[src/rtl/cpu_loader_pkg.sv]
// Shared types for the CPU memory loader: FSM states, byte-address shifts
// and the phase-ordering rule used to pick the next non-empty phase.
package cpu_loader_pkg;

  typedef enum logic [2:0] {
    ST_IDLE,
    ST_WR_IMEM,
    ST_WR_DMEM,
    ST_VERIFY,
    ST_RUN,
    ST_DUMP,
    ST_DONE,
    ST_ERROR
  } state_e;

  localparam int IMEM_BYTE_SHIFT = 2;
  localparam int DMEM_BYTE_SHIFT = 3;

  // Next phase after 'cur' finishes, skipping phases with no work.
  // IDLE/DONE/ERROR stand for "start accepted".
  function automatic state_e next_stage(input state_e cur, input logic has_i,
                                        input logic has_d, input logic has_r);
    state_e nxt;
    case (cur)
      ST_IDLE, ST_DONE, ST_ERROR:
        nxt = has_i ? ST_WR_IMEM : has_d ? ST_WR_DMEM : has_r ? ST_RUN : ST_DONE;
      ST_WR_IMEM: nxt = has_d ? ST_WR_DMEM : ST_VERIFY;
      ST_WR_DMEM: nxt = has_i ? ST_VERIFY : has_r ? ST_RUN : ST_DUMP;
      ST_VERIFY:  nxt = has_r ? ST_RUN : has_d ? ST_DUMP : ST_DONE;
      ST_RUN:     nxt = has_d ? ST_DUMP : ST_DONE;
      default:    nxt = ST_DONE;
    endcase
    return nxt;
  endfunction

endpackage

[src/rtl/loader_rd_skid.sv]
// One-entry valid/ready output register fed by a memory with one-cycle read
// latency; allows at most one read in flight.
module loader_rd_skid #(
  parameter int W = 64
) (
  input  logic         clk,
  input  logic         arst,
  input  logic         req_avail,
  input  logic [W-1:0] rdata,
  input  logic         m_ready,
  output logic         rd_issue,
  output logic         rd_pend,
  output logic         m_valid,
  output logic [W-1:0] m_data
);

  logic         pend_q, pend_d;
  logic         valid_q, valid_d;
  logic [W-1:0] data_q, data_d;

  // Issue only when the slot is free (or draining now) so the returning
  // word always lands in an empty register.
  assign rd_issue = req_avail && !pend_q && (!valid_q || m_ready);
  assign rd_pend  = pend_q;
  assign m_valid  = valid_q;
  assign m_data   = data_q;

  always_comb begin
    pend_d  = rd_issue;
    valid_d = valid_q;
    data_d  = data_q;
    if (valid_q && m_ready) valid_d = 1'b0;
    if (pend_q) begin
      valid_d = 1'b1;
      data_d  = rdata;
    end
  end

  always_ff @(posedge clk or posedge arst) begin
    if (arst) begin
      pend_q  <= 1'b0;
      valid_q <= 1'b0;
      data_q  <= '0;
    end else begin
      pend_q  <= pend_d;
      valid_q <= valid_d;
      data_q  <= data_d;
    end
  end

endmodule

[src/rtl/cpu_mem_loader.sv]
// Loads a program image into imem/dmem from a word stream, verifies imem by
// XOR readback, runs the CPU for a fixed cycle count and dumps dmem.
module cpu_mem_loader
  import cpu_loader_pkg::*;
#(
  parameter int IMEM_ADDR_W = 9,
  parameter int DMEM_ADDR_W = 10
) (
  input  logic                 clk,
  input  logic                 arst,
  input  logic                 start,
  input  logic [IMEM_ADDR_W:0] imem_count,
  input  logic [DMEM_ADDR_W:0] dmem_count,
  input  logic [31:0]          run_cycles,
  input  logic                 s_valid,
  output logic                 s_ready,
  input  logic [63:0]          s_data,
  output logic                 m_valid,
  input  logic                 m_ready,
  output logic [63:0]          m_data,
  output logic [63:0]          addr_ext,
  output logic                 wen_ext,
  output logic                 ren_ext,
  output logic [31:0]          wdata_ext,
  input  logic [31:0]          rdata_ext,
  output logic [63:0]          addr_ext_2,
  output logic                 wen_ext_2,
  output logic                 ren_ext_2,
  output logic [63:0]          wdata_ext_2,
  input  logic [63:0]          rdata_ext_2,
  output logic                 cpu_enable,
  output logic                 busy,
  output logic                 done,
  output logic                 error
);

  localparam int IDX_W = ((IMEM_ADDR_W > DMEM_ADDR_W) ? IMEM_ADDR_W : DMEM_ADDR_W) + 1;
  localparam logic [IMEM_ADDR_W:0] IMEM_DEPTH = {1'b1, {IMEM_ADDR_W{1'b0}}};
  localparam logic [DMEM_ADDR_W:0] DMEM_DEPTH = {1'b1, {DMEM_ADDR_W{1'b0}}};

  state_e               state_q, state_d;
  logic [IDX_W-1:0]     idx_q, idx_d, idx_inc;
  logic [IMEM_ADDR_W:0] icnt_q, icnt_d, icnt_clip;
  logic [DMEM_ADDR_W:0] dcnt_q, dcnt_d, dcnt_clip;
  logic [31:0]          run_q, run_d;
  logic [31:0]          csum_q, csum_d;
  logic [31:0]          rdbk_q, rdbk_d;
  logic                 vpend_q, vpend_d;
  logic                 has_i, has_d, has_r;
  logic                 i_last, d_last, dump_avail, rd_issue, rd_pend;

  assign icnt_clip  = (imem_count > IMEM_DEPTH) ? IMEM_DEPTH : imem_count;
  assign dcnt_clip  = (dmem_count > DMEM_DEPTH) ? DMEM_DEPTH : dmem_count;
  assign has_i      = (icnt_q != '0);
  assign has_d      = (dcnt_q != '0);
  assign has_r      = (run_q != '0);
  assign idx_inc    = idx_q + IDX_W'(1);
  assign i_last     = (idx_inc == IDX_W'(icnt_q));
  assign d_last     = (idx_inc == IDX_W'(dcnt_q));
  assign dump_avail = (state_q == ST_DUMP) && (idx_q != IDX_W'(dcnt_q));

  assign busy  = !(state_q inside {ST_IDLE, ST_DONE, ST_ERROR});
  assign done  = (state_q == ST_DONE);
  assign error = (state_q == ST_ERROR);

  loader_rd_skid #(.W(64)) u_skid (
    .clk       (clk),
    .arst      (arst),
    .req_avail (dump_avail),
    .rdata     (rdata_ext_2),
    .m_ready   (m_ready),
    .rd_issue  (rd_issue),
    .rd_pend   (rd_pend),
    .m_valid   (m_valid),
    .m_data    (m_data)
  );

  always_comb begin
    state_d     = state_q;
    idx_d       = idx_q;
    icnt_d      = icnt_q;
    dcnt_d      = dcnt_q;
    run_d       = run_q;
    csum_d      = csum_q;
    rdbk_d      = rdbk_q;
    vpend_d     = vpend_q;
    s_ready     = 1'b0;
    wen_ext     = 1'b0;
    ren_ext     = 1'b0;
    addr_ext    = '0;
    wdata_ext   = '0;
    wen_ext_2   = 1'b0;
    ren_ext_2   = 1'b0;
    addr_ext_2  = '0;
    wdata_ext_2 = '0;
    cpu_enable  = 1'b0;
    case (state_q)
      ST_IDLE, ST_DONE, ST_ERROR: begin
        if (start) begin
          icnt_d  = icnt_clip;
          dcnt_d  = dcnt_clip;
          run_d   = run_cycles;
          idx_d   = '0;
          csum_d  = '0;
          rdbk_d  = '0;
          vpend_d = 1'b0;
          state_d = next_stage(state_q, icnt_clip != '0, dcnt_clip != '0, run_cycles != '0);
        end
      end
      ST_WR_IMEM: begin
        s_ready = 1'b1;
        if (s_valid) begin
          wen_ext   = 1'b1;
          addr_ext  = 64'(idx_q) << IMEM_BYTE_SHIFT;
          wdata_ext = s_data[31:0];
          csum_d    = csum_q ^ s_data[31:0];
          idx_d     = idx_inc;
          if (i_last) begin
            idx_d   = '0;
            state_d = next_stage(ST_WR_IMEM, has_i, has_d, has_r);
          end
        end
      end
      ST_WR_DMEM: begin
        s_ready = 1'b1;
        if (s_valid) begin
          wen_ext_2   = 1'b1;
          addr_ext_2  = 64'(idx_q) << DMEM_BYTE_SHIFT;
          wdata_ext_2 = s_data;
          idx_d       = idx_inc;
          if (d_last) begin
            idx_d   = '0;
            state_d = next_stage(ST_WR_DMEM, has_i, has_d, has_r);
          end
        end
      end
      ST_VERIFY: begin
        // Reads are pipelined; vpend_q marks that rdata_ext holds a word now.
        vpend_d = 1'b0;
        if (vpend_q) rdbk_d = rdbk_q ^ rdata_ext;
        if (idx_q != IDX_W'(icnt_q)) begin
          ren_ext  = 1'b1;
          addr_ext = 64'(idx_q) << IMEM_BYTE_SHIFT;
          idx_d    = idx_inc;
          vpend_d  = 1'b1;
        end else if (vpend_q) begin
          idx_d   = '0;
          state_d = (rdbk_d == csum_q) ? next_stage(ST_VERIFY, has_i, has_d, has_r) : ST_ERROR;
        end
      end
      ST_RUN: begin
        cpu_enable = 1'b1;
        run_d      = run_q - 32'd1;
        if (run_q == 32'd1) state_d = next_stage(ST_RUN, has_i, has_d, has_r);
      end
      ST_DUMP: begin
        if (rd_issue) begin
          ren_ext_2  = 1'b1;
          addr_ext_2 = 64'(idx_q) << DMEM_BYTE_SHIFT;
          idx_d      = idx_inc;
        end
        if (!dump_avail && !rd_pend && m_valid && m_ready) state_d = ST_DONE;
      end
      default: state_d = ST_IDLE;
    endcase
  end

  always_ff @(posedge clk or posedge arst) begin
    if (arst) begin
      state_q <= ST_IDLE;
      idx_q   <= '0;
      icnt_q  <= '0;
      dcnt_q  <= '0;
      run_q   <= '0;
      csum_q  <= '0;
      rdbk_q  <= '0;
      vpend_q <= 1'b0;
    end else begin
      state_q <= state_d;
      idx_q   <= idx_d;
      icnt_q  <= icnt_d;
      dcnt_q  <= dcnt_d;
      run_q   <= run_d;
      csum_q  <= csum_d;
      rdbk_q  <= rdbk_d;
      vpend_q <= vpend_d;
    end
  end

endmodule

[config.mk]
export PLATFORM = sky130hd
export DESIGN_NAME = cpu_mem_loader
export DESIGN_NICKNAME = d
export VERILOG_FILES = /design/src/rtl/cpu_loader_pkg.sv /design/src/rtl/loader_rd_skid.sv /design/src/rtl/cpu_mem_loader.sv
export SDC_FILE = /design/constraint.sdc
export NUM_CORES = 1
export LEC_CHECK = 0
export ABC_AREA = 1
export BUFFER_PORTS_ARGS = -buffer_cell sky130_fd_sc_hd__buf_2
export CORE_AREA = 2 2 198 200
export CTS_BUF_LIST = sky130_fd_sc_hd__clkbuf_4 sky130_fd_sc_hd__clkbuf_8
export DETAILED_ROUTE_END_ITERATION = 7
export DIE_AREA = 0 0 200 202
export HOLD_SLACK_MARGIN = 0.12
export PLACE_DENSITY = 0.58
export SYNTH_ARGS = -nofsm -noshare
export SYNTH_HDL_FRONTEND = slang
export SYNTH_SLANG_ARGS = --single-unit
[constraint.sdc]
create_clock -name clk -period 8.9 [get_ports clk]
set_input_delay 1.78 -clock clk [delete_from_list [all_inputs] [get_ports clk]]
set_output_delay 1.78 -clock clk [all_outputs]
set_load 0.02 [all_outputs]
### Word level (Yosys, flattened, before mapping)

Cells that the tools add are included.

* register bits: 198
* logic and storage cells: 135
* input bits: 218
* output and inout port bits: 298

* reduce and logical (&&, ||, !) cells: 33
* magnitude comparators: 2
* equality and inequality tests: 24
* muxes and demuxes: 61
* $add $sub $neg: 2
* bitwise gates (word level): 2

Operator list (count)
* 2-to-1 mux 32 bit: 7
* case mux 32 bit (2 select lines): 3
* 2-to-1 mux 64 bit: 2
* 2-to-1 mux 11 bit: 9
* nonzero test 32 bit: 2
* bitwise XOR 32 bit: 2
* case mux 11 bit (5 select lines): 1
* 2-to-1 mux 3 bit: 14
* equality test 32 x 1 -> 1 bit (second input constant): 1
* equality test 32 bit: 1
* subtractor 32 x 1 -> 32 bit (second input constant): 1
* 2-to-1 mux 14 bit: 2
* case mux 14 bit (2 select lines): 1
* 2-to-1 mux 13 bit: 2
* case mux 13 bit (2 select lines): 1
* nonzero test 11 bit: 2
* nonzero test 10 bit: 2
* case mux 3 bit (6 select lines): 1
* != test 2 bit (second input constant): 8
* 2-to-1 mux 1 bit: 14
* equality test 3 bit (second input constant): 4
* adder 11 x 1 -> 11 bit (second input constant): 1
* equality test 11 x 10 -> 1 bit: 1
* equality test 11 bit: 1
* other kinds (24): 41

### Logic depth before layout (Yosys ltp)

Gate-level depths: netlist (run 1).

* depth after elaboration: 8
* gate-level depth with buffers: 16
* gate-level depth less buffers: 15

### Hierarchy

Synthesis (run 1) repeated with hierarchy kept, for this count alone.

* cell total of the unflattened synthesis: 1927
* area, all modules: 12964.9 um2

By module, submodules not included
* cpu_mem_loader: instances 1, sequential area each 3303.2 um2, area each 10418.7 um2, cells each 1648
* loader_rd_skid: instances 1, sequential area each 1651.6 um2, area each 2546.2 um2, cells each 279

### Worst setup path after synthesis (run 1)

OpenSTA, ideal clock, no wires.

* kind: input -> output
* start point: in s_valid
* end point: out addr_ext_2[10]
* data required time: 7120 ps
* arrival time: 3116 ps
* slack: 4004 ps
* buffers on the path: 2
* stages: 8
* cell sequence: clkbuf_1 -> inv_1 -> nor2_1 -> inv_1 -> nand2_1 -> inv_1 -> buf_2 -> nor2_1

* longest elaborated chain between the ends: 2

RTL lines
* start, declared: RTL line cpu_mem_loader.sv:15 `input logic s_valid,`
* 2-to-1 mux 14 bit: RTL line cpu_mem_loader.sv:126 `if (s_valid) begin`
* case mux 14 bit (2 select lines): RTL line cpu_mem_loader.sv:97 `case (state_q)`
* end, declared: RTL line cpu_mem_loader.sv:26 `output logic [63:0] addr_ext_2,`

Every way passes these cells.

### Worst setup path after layout (run 1)

* start point: in s_valid
* end point: out addr_ext_2[3]

Same word-level chain as after synthesis.

==> results.txt, run 1 <==
----------------------------------------------------
[Outcome]
  Result of the run ... complete, no violations

[Clock tree]
  Buffer cell driving the clock tree root ... sky130_fd_sc_hd__clkbuf_8
  Clock Tree Buf Depth ... 2
  Maximum level of the CTS H-tree ... 4
  Number of hold buffers added after CTS ... 0
  Number of buffers inserted during clock tree synthesis ... 17
  Worst-skew pair later-pin latency ... 0.51 ns
  Post-CTS Resized ... 0
  TritonCTS clock tree ... built
  Setup Buffers After CTS ... 0
  Clock slew seen by the registers of the worst setup and hold paths ... 0.11 ns
  TritonCTS Sinks ... 198

[Routing]
  Routed wire length ... 40300 µm
  DRC violations left ... 0
  Residual antenna-violating net count after detailed routing ... 0
  Via/cell ratio ... 4.61
  Routed wirelength normalized by instance count ... 15.0 µm
  Pre-antenna DRT Iters ... 6
  1st-iter DRT viols ... 648
  Routed via count ... 12400

[Floorplanning]
  Starting utilization of the core area ... 0.333
  Count of pins on the block boundary ... 516
  Vertical die dimension ... 202 µm
  Core area ... 38300 µm²
  Die area ... 40400 µm²
  Rows ... 72
  Die Wd ... 200 µm

[Power and ir drop]
  Part of the power in combinational logic ... 0.525
  Clock Power Share ... 0.138
  Worst supply voltage drop on vdd ... 0.000121 V
  Static Leakage ... 8.11 nW
  Total power divided by cell area ... 299 nW/µm²
  Overall power after layout ... 4.56 mW
  Internal power ... 2.32 mW
  Switching fraction of total power ... 0.492
  P_sw ... 2.24 mW
  Sequential share of power ... 0.337

[Worst setup path]
  Largest delay share family, worst path ... buffers and inverters
  Critical-path top delay cell ... sky130_fd_sc_hd__buf_2
  RR Startpoint ... state_q[0]
  Endpoint kind of the worst setup timing path ... output pin
  CP bufs+invs ... 6
  Critical path start-end classification ... in2out
  Biggest fanout along the worst timing path ... 33
  Worst endpoint data arrival time ... 3.62 ns
  Cell repeated most along the worst path ... sky130_fd_sc_hd__inv_1
  Critical path launch point ... s_valid
  Sequence of cells on the critical path ... buf_2 > inv_1 > nor2_1 > inv_1 > buf_4 > nand2_1 > inv_1 > nor2_1 > buf_2
  Max incr delay on CP ... 0.43 ns
  Data required time at the worst endpoint ... 7.12 ns
  Category of the worst setup path launch point ... input pin

[Placed design]
  Placer's final routability congestion estimate ... 0.892
  Total placed cells including tap cells ... 2657
  Cell Area, Placed ... 14800 µm²
  Final HPWL from detailed placement ... 30300 µm
  Port Buffer Count ... 409

[Synthesis]
  Area fraction in compound gates after synthesis ... 0.0845
  Post-synthesis share of cell area spent on and, or, nand and nor gates ... 0.288
  Post-synthesis sequential area ratio ... 0.389
  Top cell type by total area after synthesis ... sky130_fd_sc_hd__dfrtp_1
  Synth async-reset ratio ... 1.00
  Syn Inst Count ... 1785
  Flops & latches, synth ... 198
  Number of different library cells in the post-synthesis netlist ... 45
  Count of flip-flops with a built-in enable after synthesis ... 0
  Average cell area after synthesis ... 7.14 µm²
  Adder-Cell Fraction of Synth Area ... 0.00393
  Main combinational cell family by area after synthesis ... simple AND/OR/NAND/NOR gates
  Dominant cells by area after synthesis ... sky130_fd_sc_hd__dfrtp_1 (39%), sky130_fd_sc_hd__nand2_1 (14%), sky130_fd_sc_hd__inv_1 (6.7%), sky130_fd_sc_hd__buf_4 (6.7%), sky130_fd_sc_hd__nor2_1 (6.6%)
  Most instantiated flip-flop cell in the synthesis netlist ... sky130_fd_sc_hd__dfrtp_1
  Multiplexer share of the synthesized area ... 0.0565
  Warnings from Yosys ... 0
  Synth Cell Area ... 12800 µm²
  Xor and xnor fraction of the mapped netlist area ... 0.0234
  Top-area cell type share of the netlist area ... 0.389

[STA]
  Pins over their slew limit ... 0
  Fin crit share ... 0.607
  Actual transition at the worst max-transition pin ... 1.07 ns
  Upper clock frequency limit ... 185 MHz
  Setup repair after global routing missed its margin ... no
  Final-report setup violation count ... 0
  Max_slew headroom ... 0.286
  Total negative slack for setup checks ... 0 ns
  Fin crit period ... 5.40 ns
  Clock skew after layout ... 0.0135 ns
  Endpoints failing hold ... 0

[GRT]
  Global-route wire length before repair ... 61400 µm
  GRT overflow ... 0
  Largest net degree at the start of global routing ... 127
  GRT Resource Usage Total ... 0.196
  Via count of the first global-routing pass ... 11700
  Antenna violations before repair ... 3

[Final layout]
  Final Core Density ... 0.399
  Area growth syn-to-layout ... 19.7%
  Final cell count without fillers ... 2691
  Proportion of layout cells with a drive suffix above 1 ... 0.252
  Design Area, Final ... 15300 µm²
  NumNets Final ... 2380

[Run]
  Count of maximum capacitance violations ... 0

[Min path]
  Hold Path Origin ... run_q[0]
  Classification of the worst-slack hold path ... reg2reg

----------------------------------------------------
-- final cells by class --
type	instances	area [µm²]
Timing Repair Buffer	417	2110
Multi-Input combinational cell	1286	6230
Clock buffer	17	234
Inverter	238	901
Antenna cell	2	5.00
Sequential cell	198	4960
Tap cell	518	648
Clock inverter	15	185
Fill cell	4075	23000
-- kinds of logic (layout without fill, tap and decap cells) --
| group | count (synthesis) | in the layout |
|---|---|---|
| compound gates | 198 | 198 |
| xor+xnor | 34 | 34 |
| fa+ha+maj | 4 | 4 |
| buf+inv | 406 | 687 |
| flops | 198 | 198 |
| mux | 64 | 64 |
| other cells | 1 | 108 |
| simple gates | 880 | 880 |
-- power groups by stage --
stage,Sequential [mW],Clock [mW],Combinational (mW)
2_1_floorplan,1.67,0,1.59
3_3_place_gp,1.54,0,2.38
3_5_place_dp,1.55,0,2.41
4_1_cts,1.53,0.659,2.42
5_1_grt,1.59,0.689,2.69
6_report,1.54,0.630,2.39
-- worst register-to-register path, stage by stage, from the launching register on --
cell and delay [ns]:
sky130_fd_sc_hd__dfrtp_1 0.52, sky130_fd_sc_hd__inv_1 0.14, sky130_fd_sc_hd__nor2_4 0.84, sky130_fd_sc_hd__inv_1 0.48, sky130_fd_sc_hd__nand2_1 0.17, sky130_fd_sc_hd__buf_4 0.40
sky130_fd_sc_hd__o21ai_0 0.17
-- metal layers --
| layer | share of wire | global-route usage | vias to the layer above |
|---|---|---|---|
| met5 | 0 | 0 | - |
| met4 | 0.019 | 0.0595 | 0 |
| met3 | 0.047 | 0.0284 | 39 |
| met2 | 0.49 | 0.336 | 378 |
| met1 | 0.44 | 0.254 | 5806 |
| li1 | - | - | 6187 |
-- stage by stage --
| step | worst slack, ns | hold slack, ns |
|---|---|---|
| floorplan | 1.72 | 0.450 |
| global placement | 3.55 | 0.478 |
| detailed placement | 3.50 | 0.489 |
| CTS | 3.50 | 0.511 |
| global route | 3.28 | 0.518 |
| finish | 3.50 | 0.505 |
-- cell usage after synthesis (3+ instances only) --
master                     count
sky130_fd_sc_hd__buf_4       114
sky130_fd_sc_hd__a21oi_1      49
sky130_fd_sc_hd__dfrtp_1     198
sky130_fd_sc_hd__nor2_4        3
sky130_fd_sc_hd__nor4_1       11
sky130_fd_sc_hd__inv_2         8
sky130_fd_sc_hd__nor2_2        8
sky130_fd_sc_hd__xor2_1       18
sky130_fd_sc_hd__inv_1       229
sky130_fd_sc_hd__xnor2_1      16
sky130_fd_sc_hd__o211ai_1      9
sky130_fd_sc_hd__nand4_1      22
sky130_fd_sc_hd__o21ai_1       5
sky130_fd_sc_hd__o22ai_1      10
sky130_fd_sc_hd__ha_1          4
sky130_fd_sc_hd__mux2_2       64
sky130_fd_sc_hd__nor3_1       17
sky130_fd_sc_hd__nor2_1      223
sky130_fd_sc_hd__o21ai_0     110
sky130_fd_sc_hd__clkbuf_1     30
sky130_fd_sc_hd__buf_2        20
sky130_fd_sc_hd__o311ai_1      3
sky130_fd_sc_hd__nand2_1     460
sky130_fd_sc_hd__buf_1         3
sky130_fd_sc_hd__nand3_1     122
-- path summary, 6_finish.rpt --
check | endpoint | slack, ns | cells after the start
worst min-delay path | run_q[0] | 0.50 | 1
worst min register to register | run_q[0] | 0.50 | 1
min in group asynchronous | u_skid.m_data[53] | 1.45 | 2
worst max-delay path | addr_ext_2[3] | 3.50 | 9
max in group asynchronous | u_skid.rd_pend | 5.73 | 3
worst max register to register | rdbk_q[13] | 6.06 | 6
-- layout by cell type (no fill, tap or decap), types with 3 or more instances in the layout --
master,instances
sky130_fd_sc_hd__o21ai_1,5
sky130_fd_sc_hd__buf_2,409
sky130_fd_sc_hd__dfrtp_1,196
sky130_fd_sc_hd__o311ai_1,3
sky130_fd_sc_hd__nor2_4,5
sky130_fd_sc_hd__nor3_1,17
sky130_fd_sc_hd__nor2_2,8
sky130_fd_sc_hd__a21oi_1,49
sky130_fd_sc_hd__o21ai_0,110
sky130_fd_sc_hd__nor4_1,11
sky130_fd_sc_hd__inv_8,4
sky130_fd_sc_hd__nand4_1,22
sky130_fd_sc_hd__clkbuf_8,17
sky130_fd_sc_hd__nor2_1,221
sky130_fd_sc_hd__xor2_1,18
sky130_fd_sc_hd__o211ai_1,9
sky130_fd_sc_hd__nand2_1,460
sky130_fd_sc_hd__nand3_1,122
sky130_fd_sc_hd__conb_1,106
sky130_fd_sc_hd__inv_1,228
sky130_fd_sc_hd__inv_6,3
sky130_fd_sc_hd__mux2_2,64
sky130_fd_sc_hd__inv_2,8
sky130_fd_sc_hd__o22ai_1,10
sky130_fd_sc_hd__clkinv_8,4
sky130_fd_sc_hd__xnor2_1,16
sky130_fd_sc_hd__buf_4,8
sky130_fd_sc_hd__ha_1,4
-- state kept, by name, indices dropped and copies added, names as in the netlist, 3 cells and up --
register / cells
csum_q: 32
dcnt_q: 11
icnt_q: 10
idx_q: 11
rdbk_q: 32
run_q: 32
state_q: 3
u_skid.m_data: 64
Note: power is estimated with default switching activity, not from simulation.
==> inputs of run 2 (changes only) <==
CORE_AREA = 2 2 202 204   (was 2 2 198 200)
DIE_AREA = 0 0 204 206   (was 0 0 200 202)
clock period = 4.55 ns   (was 8.9 ns; I/O delays follow)
==> run 2 against run 1 <==
Compared with the run above:
- combinational power up 94%
- cell count up 0.67%
- clock power up 95%
- non-clock buffer count up 3
- clock skew up 0.0081 ns
- power up 96%
- worst hold slack worse by 0.15 ns
- utilization down 1.7 points
- sequential share of layout area down 0.12 points
- design area up 0.38%
- global-route usage down 1.2 points
- critical path type is now reg2out
- critical endpoint is now addr_ext[4]
- largest power group unchanged
- highest routed layer is now met5
==> results.txt, run 2 (synthesis results as in run 1) <==
----------------------------------------------------
[STA]
  Endpoints failing hold ... 0 (unchanged)
  Setup repair after global routing missed its margin ... no
  Fin crit share ... 0.786
  Final-report setup violation count ... 0 (unchanged)
  Total negative slack for setup checks ... 0 ns (unchanged)
  Post-route setup slack ... 0.974 ns (-2.52 ns)
  Worst hold slack ... 0.353 ns (-0.152 ns)
  Actual transition at the worst max-transition pin ... 0.878 ns (-0.191 ns)
  Fin crit period ... 3.58 ns
  Clock skew after layout ... 0.0216 ns (+0.00813 ns)
  Max_slew headroom ... 0.409 (+0.123)
  Pins over their slew limit ... 0 (unchanged)
  Upper clock frequency limit ... 280 MHz

[Power and ir drop]
  Switching fraction of total power ... 0.495 (+0.00288)
  Internal power ... 4.51 mW (+95%)
  P_sw ... 4.42 mW (+97%)
  Worst supply voltage drop on vdd ... 0.000227 V (+88%)
  Clock Power Share ... 0.138 (about the same)
  Static Leakage ... 8.13 nW (+0.23%)
  Total power divided by cell area ... 583 nW/µm² (+95%)
  Part of the power in combinational logic ... 0.519 (-0.006)
  Sequential share of power ... 0.343 (+0.006)

[GRT]
  Largest net degree at the start of global routing ... 112 (-12%)
  Global-route wire length before repair ... 60900 µm (-0.91%)
  Via count of the first global-routing pass ... 11500 (-1.5%)
  Antenna violations before repair ... 2 (-1)
  GRT Resource Usage Total ... 0.184 (-0.0115)
  GRT overflow ... 0 (unchanged)

[Routing]
  Residual antenna-violating net count after detailed routing ... 0 (unchanged)
  Via/cell ratio ... 4.61 (about the same)
  Routed wirelength normalized by instance count ... 14.8 µm (-0.89%)
  Pre-antenna DRT Iters ... 5 (-1)
  Routed wire length ... 40200 µm (-0.23%)
  DRC violations left ... 0 (unchanged)
  1st-iter DRT viols ... 675 (+4.2%)
  Routed via count ... 12500 (+0.69%)

[Worst setup path]
  RR Startpoint ... vpend_q
  Biggest fanout along the worst timing path ... 10 (-70%)
  Cell repeated most along the worst path ... sky130_fd_sc_hd__nor2_1
  Worst reg2reg path depth ... 14 (+8)
  Sequence of cells on the critical path ... xnor2_1 > o21ai_0 > nor2_1 > nand3_1 > nand2_1 > inv_1 > nor2_2 > nor2_1 > buf_2
  Worst endpoint data arrival time ... 2.67 ns (-0.95 ns)
  Critical path start-end classification ... reg2out
  Category of the worst setup path launch point ... register
  Reg2reg setup slack ... 1.74 ns (-4.32 ns)
  Endpoint kind of the worst setup timing path ... output pin
  Worst Setup EP ... addr_ext[4]
  Critical path launch point ... idx_q[0]
  Crit path depth ... 9 (unchanged)
  CP bufs+invs ... 2 (-4)
  Largest delay share family, worst path ... simple AND/OR/NAND/NOR gates
  Data required time at the worst endpoint ... 3.64 ns (-3.48 ns)
  Max incr delay on CP ... 0.64 ns (+0.21 ns)
  Critical-path top delay cell ... sky130_fd_sc_hd__dfrtp_1
  End of the worst register-to-register path ... state_q[0]

[Final layout]
  Proportion of layout cells with a drive suffix above 1 ... 0.253 (+0.00103)
  Area growth syn-to-layout ... 20.2%
  Final cell count without fillers ... 2709 (+0.67%)
  Leading cell type in the layout, fill and taps excluded ... sky130_fd_sc_hd__nand2_1
  Max reg flops ... 64 (unchanged)
  NumNets Final ... 2383 (+0.13%)
  Most frequent cells in the layout ... sky130_fd_sc_hd__nand2_1 (460), sky130_fd_sc_hd__buf_2 (409), sky130_fd_sc_hd__inv_1 (228)

[Clock tree]
  Worst-skew pair later-pin latency ... 0.51 ns (about the same)
  Maximum level of the CTS H-tree ... 4 (unchanged)
  Clock Tree Buf Depth ... 2 (unchanged)
  TritonCTS Sinks ... 198 (unchanged)
  Post-CTS Resized ... 0 (unchanged)
  TritonCTS clock tree ... built
  Number of buffers inserted during clock tree synthesis ... 17 (unchanged)
  Setup Buffers After CTS ... 0 (unchanged)
  Buffer cell driving the clock tree root ... sky130_fd_sc_hd__clkbuf_8
  Number of hold buffers added after CTS ... 0 (unchanged)
  Clock slew seen by the registers of the worst setup and hold paths ... 0.11 ns (about the same)

[Placed design]
  Port Buffer Count ... 409 (unchanged)
  Total placed cells including tap cells ... 2674 (+0.64%)
  Placer's final routability congestion estimate ... 0.890 (-0.32%)
  Final HPWL from detailed placement ... 30400 µm (+0.40%)
  Post-Place Worst Slack ... 1.06 ns (-2.44 ns)

[Floorplanning]
  Core area ... 40200 µm² (+5.0%)
  Count of pins on the block boundary ... 516 (unchanged)
  Rows ... 74 (+2.8%)
  Die Wd ... 204 µm (+2.0%)
  Starting utilization of the core area ... 0.317 (-0.0157)
  Vertical die dimension ... 206 µm (+2.0%)
  Die area ... 42000 µm² (+4.0%)

[Run]
  Count of maximum capacitance violations ... 0 (unchanged)

[Min path]
  Classification of the worst-slack hold path ... in2async

[Outcome]
  Result of the run ... complete, no violations

----------------------------------------------------
-- run 2: stage by stage --
stage | utilization | cell area [µm²] | power, mW
global placement | 0.371 | 14900 | 7.68
global route | 0.381 | 15300 | 9.74
CTS | 0.381 | 15300 | 9.05
floorplan | - | 13100 | 6.37
finish | 0.381 | 15300 | 8.93
detailed placement | 0.371 | 14900 | 7.78
-- run 2: worst min path at each step --
stage | endpoint | cells past startpoint
3_5_place_dp | u_skid.m_valid | 2
2_1_floorplan | run_q[0] | 1
4_1_cts | icnt_q[5] | 2
6_report | icnt_q[5] | 2
5_1_grt | icnt_q[5] | 2
3_3_place_gp | u_skid.m_valid | 2
-- run 2: final cells by class --
cell class	instances	area, µm²
diodes	3	7.51
clock buffers	18	248
clock inverters	14	178
fillers	4272	24900
inverters	238	897
multi-input cells	1286	6230
flip-flops and latches	198	4960
well taps	532	666
repair buffers	420	2140
-- run 2: routing by layer --
layer  GRT usage  share of wire  up-vias
met5           0        0.00022        -
met4      0.0448          0.016        2
met3      0.0350          0.053       37
met2       0.326           0.50      374
met1       0.231           0.43     5898
li1            -              -     6185
-- run 2: power by group through the flow --
| stage | Clock, mW | Sequential [mW] | Combinational (mW) |
|---|---|---|---|
| 2_1_floorplan | 0 | 3.26 | 3.11 |
| 3_3_place_gp | 0 | 3.07 | 4.61 |
| 3_5_place_dp | 0 | 3.09 | 4.68 |
| 4_1_cts | 1.29 | 3.06 | 4.70 |
| 5_1_grt | 1.36 | 3.15 | 5.22 |
| 6_report | 1.23 | 3.06 | 4.64 |
==> inputs of run 3 (changes only) <==
clock period = 3.22 ns   (was 4.55 ns; I/O delays follow)
==> run 3 against run 2 <==
Compared with the run above:
- combinational power rose by 45%
- utilization rose by 0.29 points
- cell count rose by 0.22%
- clock power rose by 37%
- sequential share of layout area fell by 0.21 points
- global-route usage fell by 0.051 points
- sequential power rose by 40%
- sequential cell count did not move
- clock-buffer cell count did not move
- critical path depth rose by 1
- critical path type unchanged
- highest routed layer is now met4
==> results.txt, run 3 (synthesis results as in run 1) <==
----------------------------------------------------
[Power and ir drop]
  Overall power after layout ... 12.7 mW (+42%)
  Worst supply voltage drop on vdd ... 0.000310 V (+36%)
  Static Leakage ... 8.17 nW (+0.56%)
  Total power divided by cell area ... 824 nW/µm² (+41%)

[STA]
  Worst hold slack ... 0.262 ns (-0.0913 ns)
  Fin crit period ... 3.07 ns
  Pins over their slew limit ... 0 (unchanged)
  Final-report setup violation count ... 0 (unchanged)
  Max_slew headroom ... 0.451 (+0.0418)
  Setup repair after global routing missed its margin ... yes
  Clock skew after layout ... 0.0221 ns (+0.000473 ns)
  Actual transition at the worst max-transition pin ... 0.824 ns (-0.0546 ns)
  Upper clock frequency limit ... 325 MHz
  Fin crit share ... 0.954
  Endpoints failing hold ... 0 (unchanged)
  Total negative slack for setup checks ... 0 ns (unchanged)

[Final layout]
  Leading cell type in the layout, fill and taps excluded ... sky130_fd_sc_hd__nand2_1
  Final Core Density ... 0.384 (+0.00293)
  NumNets Final ... 2391 (+0.34%)
  Area growth syn-to-layout ... 21.1%
  Most frequent cells in the layout ... sky130_fd_sc_hd__nand2_1 (460), sky130_fd_sc_hd__buf_2 (409), sky130_fd_sc_hd__inv_1 (225)
  Fill cells ... 4324 (+1.2%)
  Final cell count without fillers ... 2715 (+0.22%)
  Max reg flops ... 64 (unchanged)
  Proportion of layout cells with a drive suffix above 1 ... 0.260 (+0.00640)

[Worst setup path]
  Endpoint kind of the worst setup timing path ... output pin
  Biggest fanout along the worst timing path ... 10 (unchanged)
  Category of the worst setup path launch point ... register
  Data required time at the worst endpoint ... 2.58 ns (-1.06 ns)
  Worst endpoint data arrival time ... 2.43 ns (-0.24 ns)
  Critical path start-end classification ... reg2out

[Clock tree]
  Number of hold buffers added after CTS ... 0 (unchanged)
  Clock Tree Buf Depth ... 2 (unchanged)
  Worst-skew pair later-pin latency ... 0.52 ns (about the same)
  Number of buffers inserted during clock tree synthesis ... 17 (unchanged)
  TritonCTS clock tree ... built
  Buffer cell driving the clock tree root ... sky130_fd_sc_hd__clkbuf_8
  TritonCTS Sinks ... 198 (unchanged)
  Clock slew seen by the registers of the worst setup and hold paths ... 0.13 ns (+0.02 ns)
  Maximum level of the CTS H-tree ... 4 (unchanged)

[Routing]
  Residual antenna-violating net count after detailed routing ... 0 (unchanged)
  Routed wirelength normalized by instance count ... 14.7 µm (-0.69%)
  Routed via count ... 12500 (+0.17%)
  Routed wire length ... 40000 µm (-0.47%)
  Via/cell ratio ... 4.61 (about the same)
  Pre-antenna DRT Iters ... 5 (unchanged)
  1st-iter DRT viols ... 559 (-17%)
  DRC violations left ... 0 (unchanged)

[GRT]
  Via count of the first global-routing pass ... 11600 (+0.49%)
  GRT overflow ... 0 (unchanged)
  Largest net degree at the start of global routing ... 83 (-26%)
  GRT Resource Usage Total ... 0.184 (-0.000510)
  Antenna violations before repair ... 0 (-2)
  Global-route wire length before repair ... 60400 µm (-0.86%)

[Floorplanning]
  Vertical die dimension ... 206 µm (unchanged)
  Rows ... 74 (unchanged)
  Die area ... 42000 µm² (unchanged)
  Starting utilization of the core area ... 0.317 (unchanged)
  Core area ... 40200 µm² (unchanged)
  Die Wd ... 204 µm (unchanged)
  Count of pins on the block boundary ... 516 (unchanged)

[Outcome]
  Result of the run ... complete, no violations

[Placed design]
  Total placed cells including tap cells ... 2680 (+0.22%)
  Placer's final routability congestion estimate ... 0.894 (+0.48%)
  Port Buffer Count ... 409 (unchanged)
  Final HPWL from detailed placement ... 30700 µm (+0.78%)

[Min path]
  Classification of the worst-slack hold path ... in2async

[Run]
  Count of maximum capacitance violations ... 0 (unchanged)

----------------------------------------------------
-- run 3: worst paths after layout --
check	startpoint	to	slack [ns]	cells after the start
max in group asynchronous	arst	csum_q[16]	2.48	3
max	idx_q[0]	addr_ext[4]	0.15	10
min in group clk	rdata_ext_2[57]	u_skid.m_data[57]	0.35	2
min	arst	idx_q[3]	0.26	3
min reg2reg	run_q[0]	run_q[0]	0.49	1
max reg2reg	idx_q[0]	idx_q[9]	0.64	12
-- run 3: power breakdown --
part	internal (mW)	leakage [nW]	switching, mW
clock	0.610	0.203	1.08
combinational	2.34	5.46	4.41
sequential	3.51	2.51	0.766
-- run 3: stage by stage --
| stage | setup slack [ns] | area (µm²) |
|---|---|---|
| global placement | 0.516 | 15000 |
| detailed placement | 0.437 | 15000 |
| floorplan | 0.0156 | 13100 |
| finish | 0.147 | 15400 |
| global route | -0.0453 | 15400 |
| CTS | 0.00502 | 15400 |
-- run 3: timing repair --
action,4_1_cts,5_1_grt
endpoints found under the setup margin,24,42
resized for setup,3,9
setup buffers,1,1
pin swaps,0,1
-- run 3: metal layers --
layer,global-route usage,part of all wire,up-vias
met5,0,0,-
met4,0.0621,0.024,0
met3,0.0330,0.054,58
met2,0.318,0.49,387
met1,0.230,0.43,5867
li1,-,-,6205
-- run 3: area by class of cell --
type                            instances  area (µm²)  share of cell area
Multi-Input combinational cell       1286        6240               0.404
Sequential cell                       198        4960               0.321
Timing Repair Buffer                  428        2260               0.147
Inverter                              238         903              0.0585
Tap cell                              532         666              0.0431
Clock buffer                           18         248              0.0160
Clock inverter                         14         150             0.00972
Antenna cell                            1        2.50            0.000162
-- run 3: worst max-delay path, stage by stage, from the launching register on --
cell                      delay (ns)
sky130_fd_sc_hd__dfrtp_1        0.61
sky130_fd_sc_hd__xnor2_1        0.18
sky130_fd_sc_hd__o21ai_0        0.10
sky130_fd_sc_hd__nor2_1         0.13
sky130_fd_sc_hd__nand3_1        0.16
sky130_fd_sc_hd__nand2_1        0.16
sky130_fd_sc_hd__inv_1          0.10
sky130_fd_sc_hd__nor2_4         0.13
sky130_fd_sc_hd__buf_12         0.15
sky130_fd_sc_hd__nor2_1         0.05
sky130_fd_sc_hd__buf_2          0.15
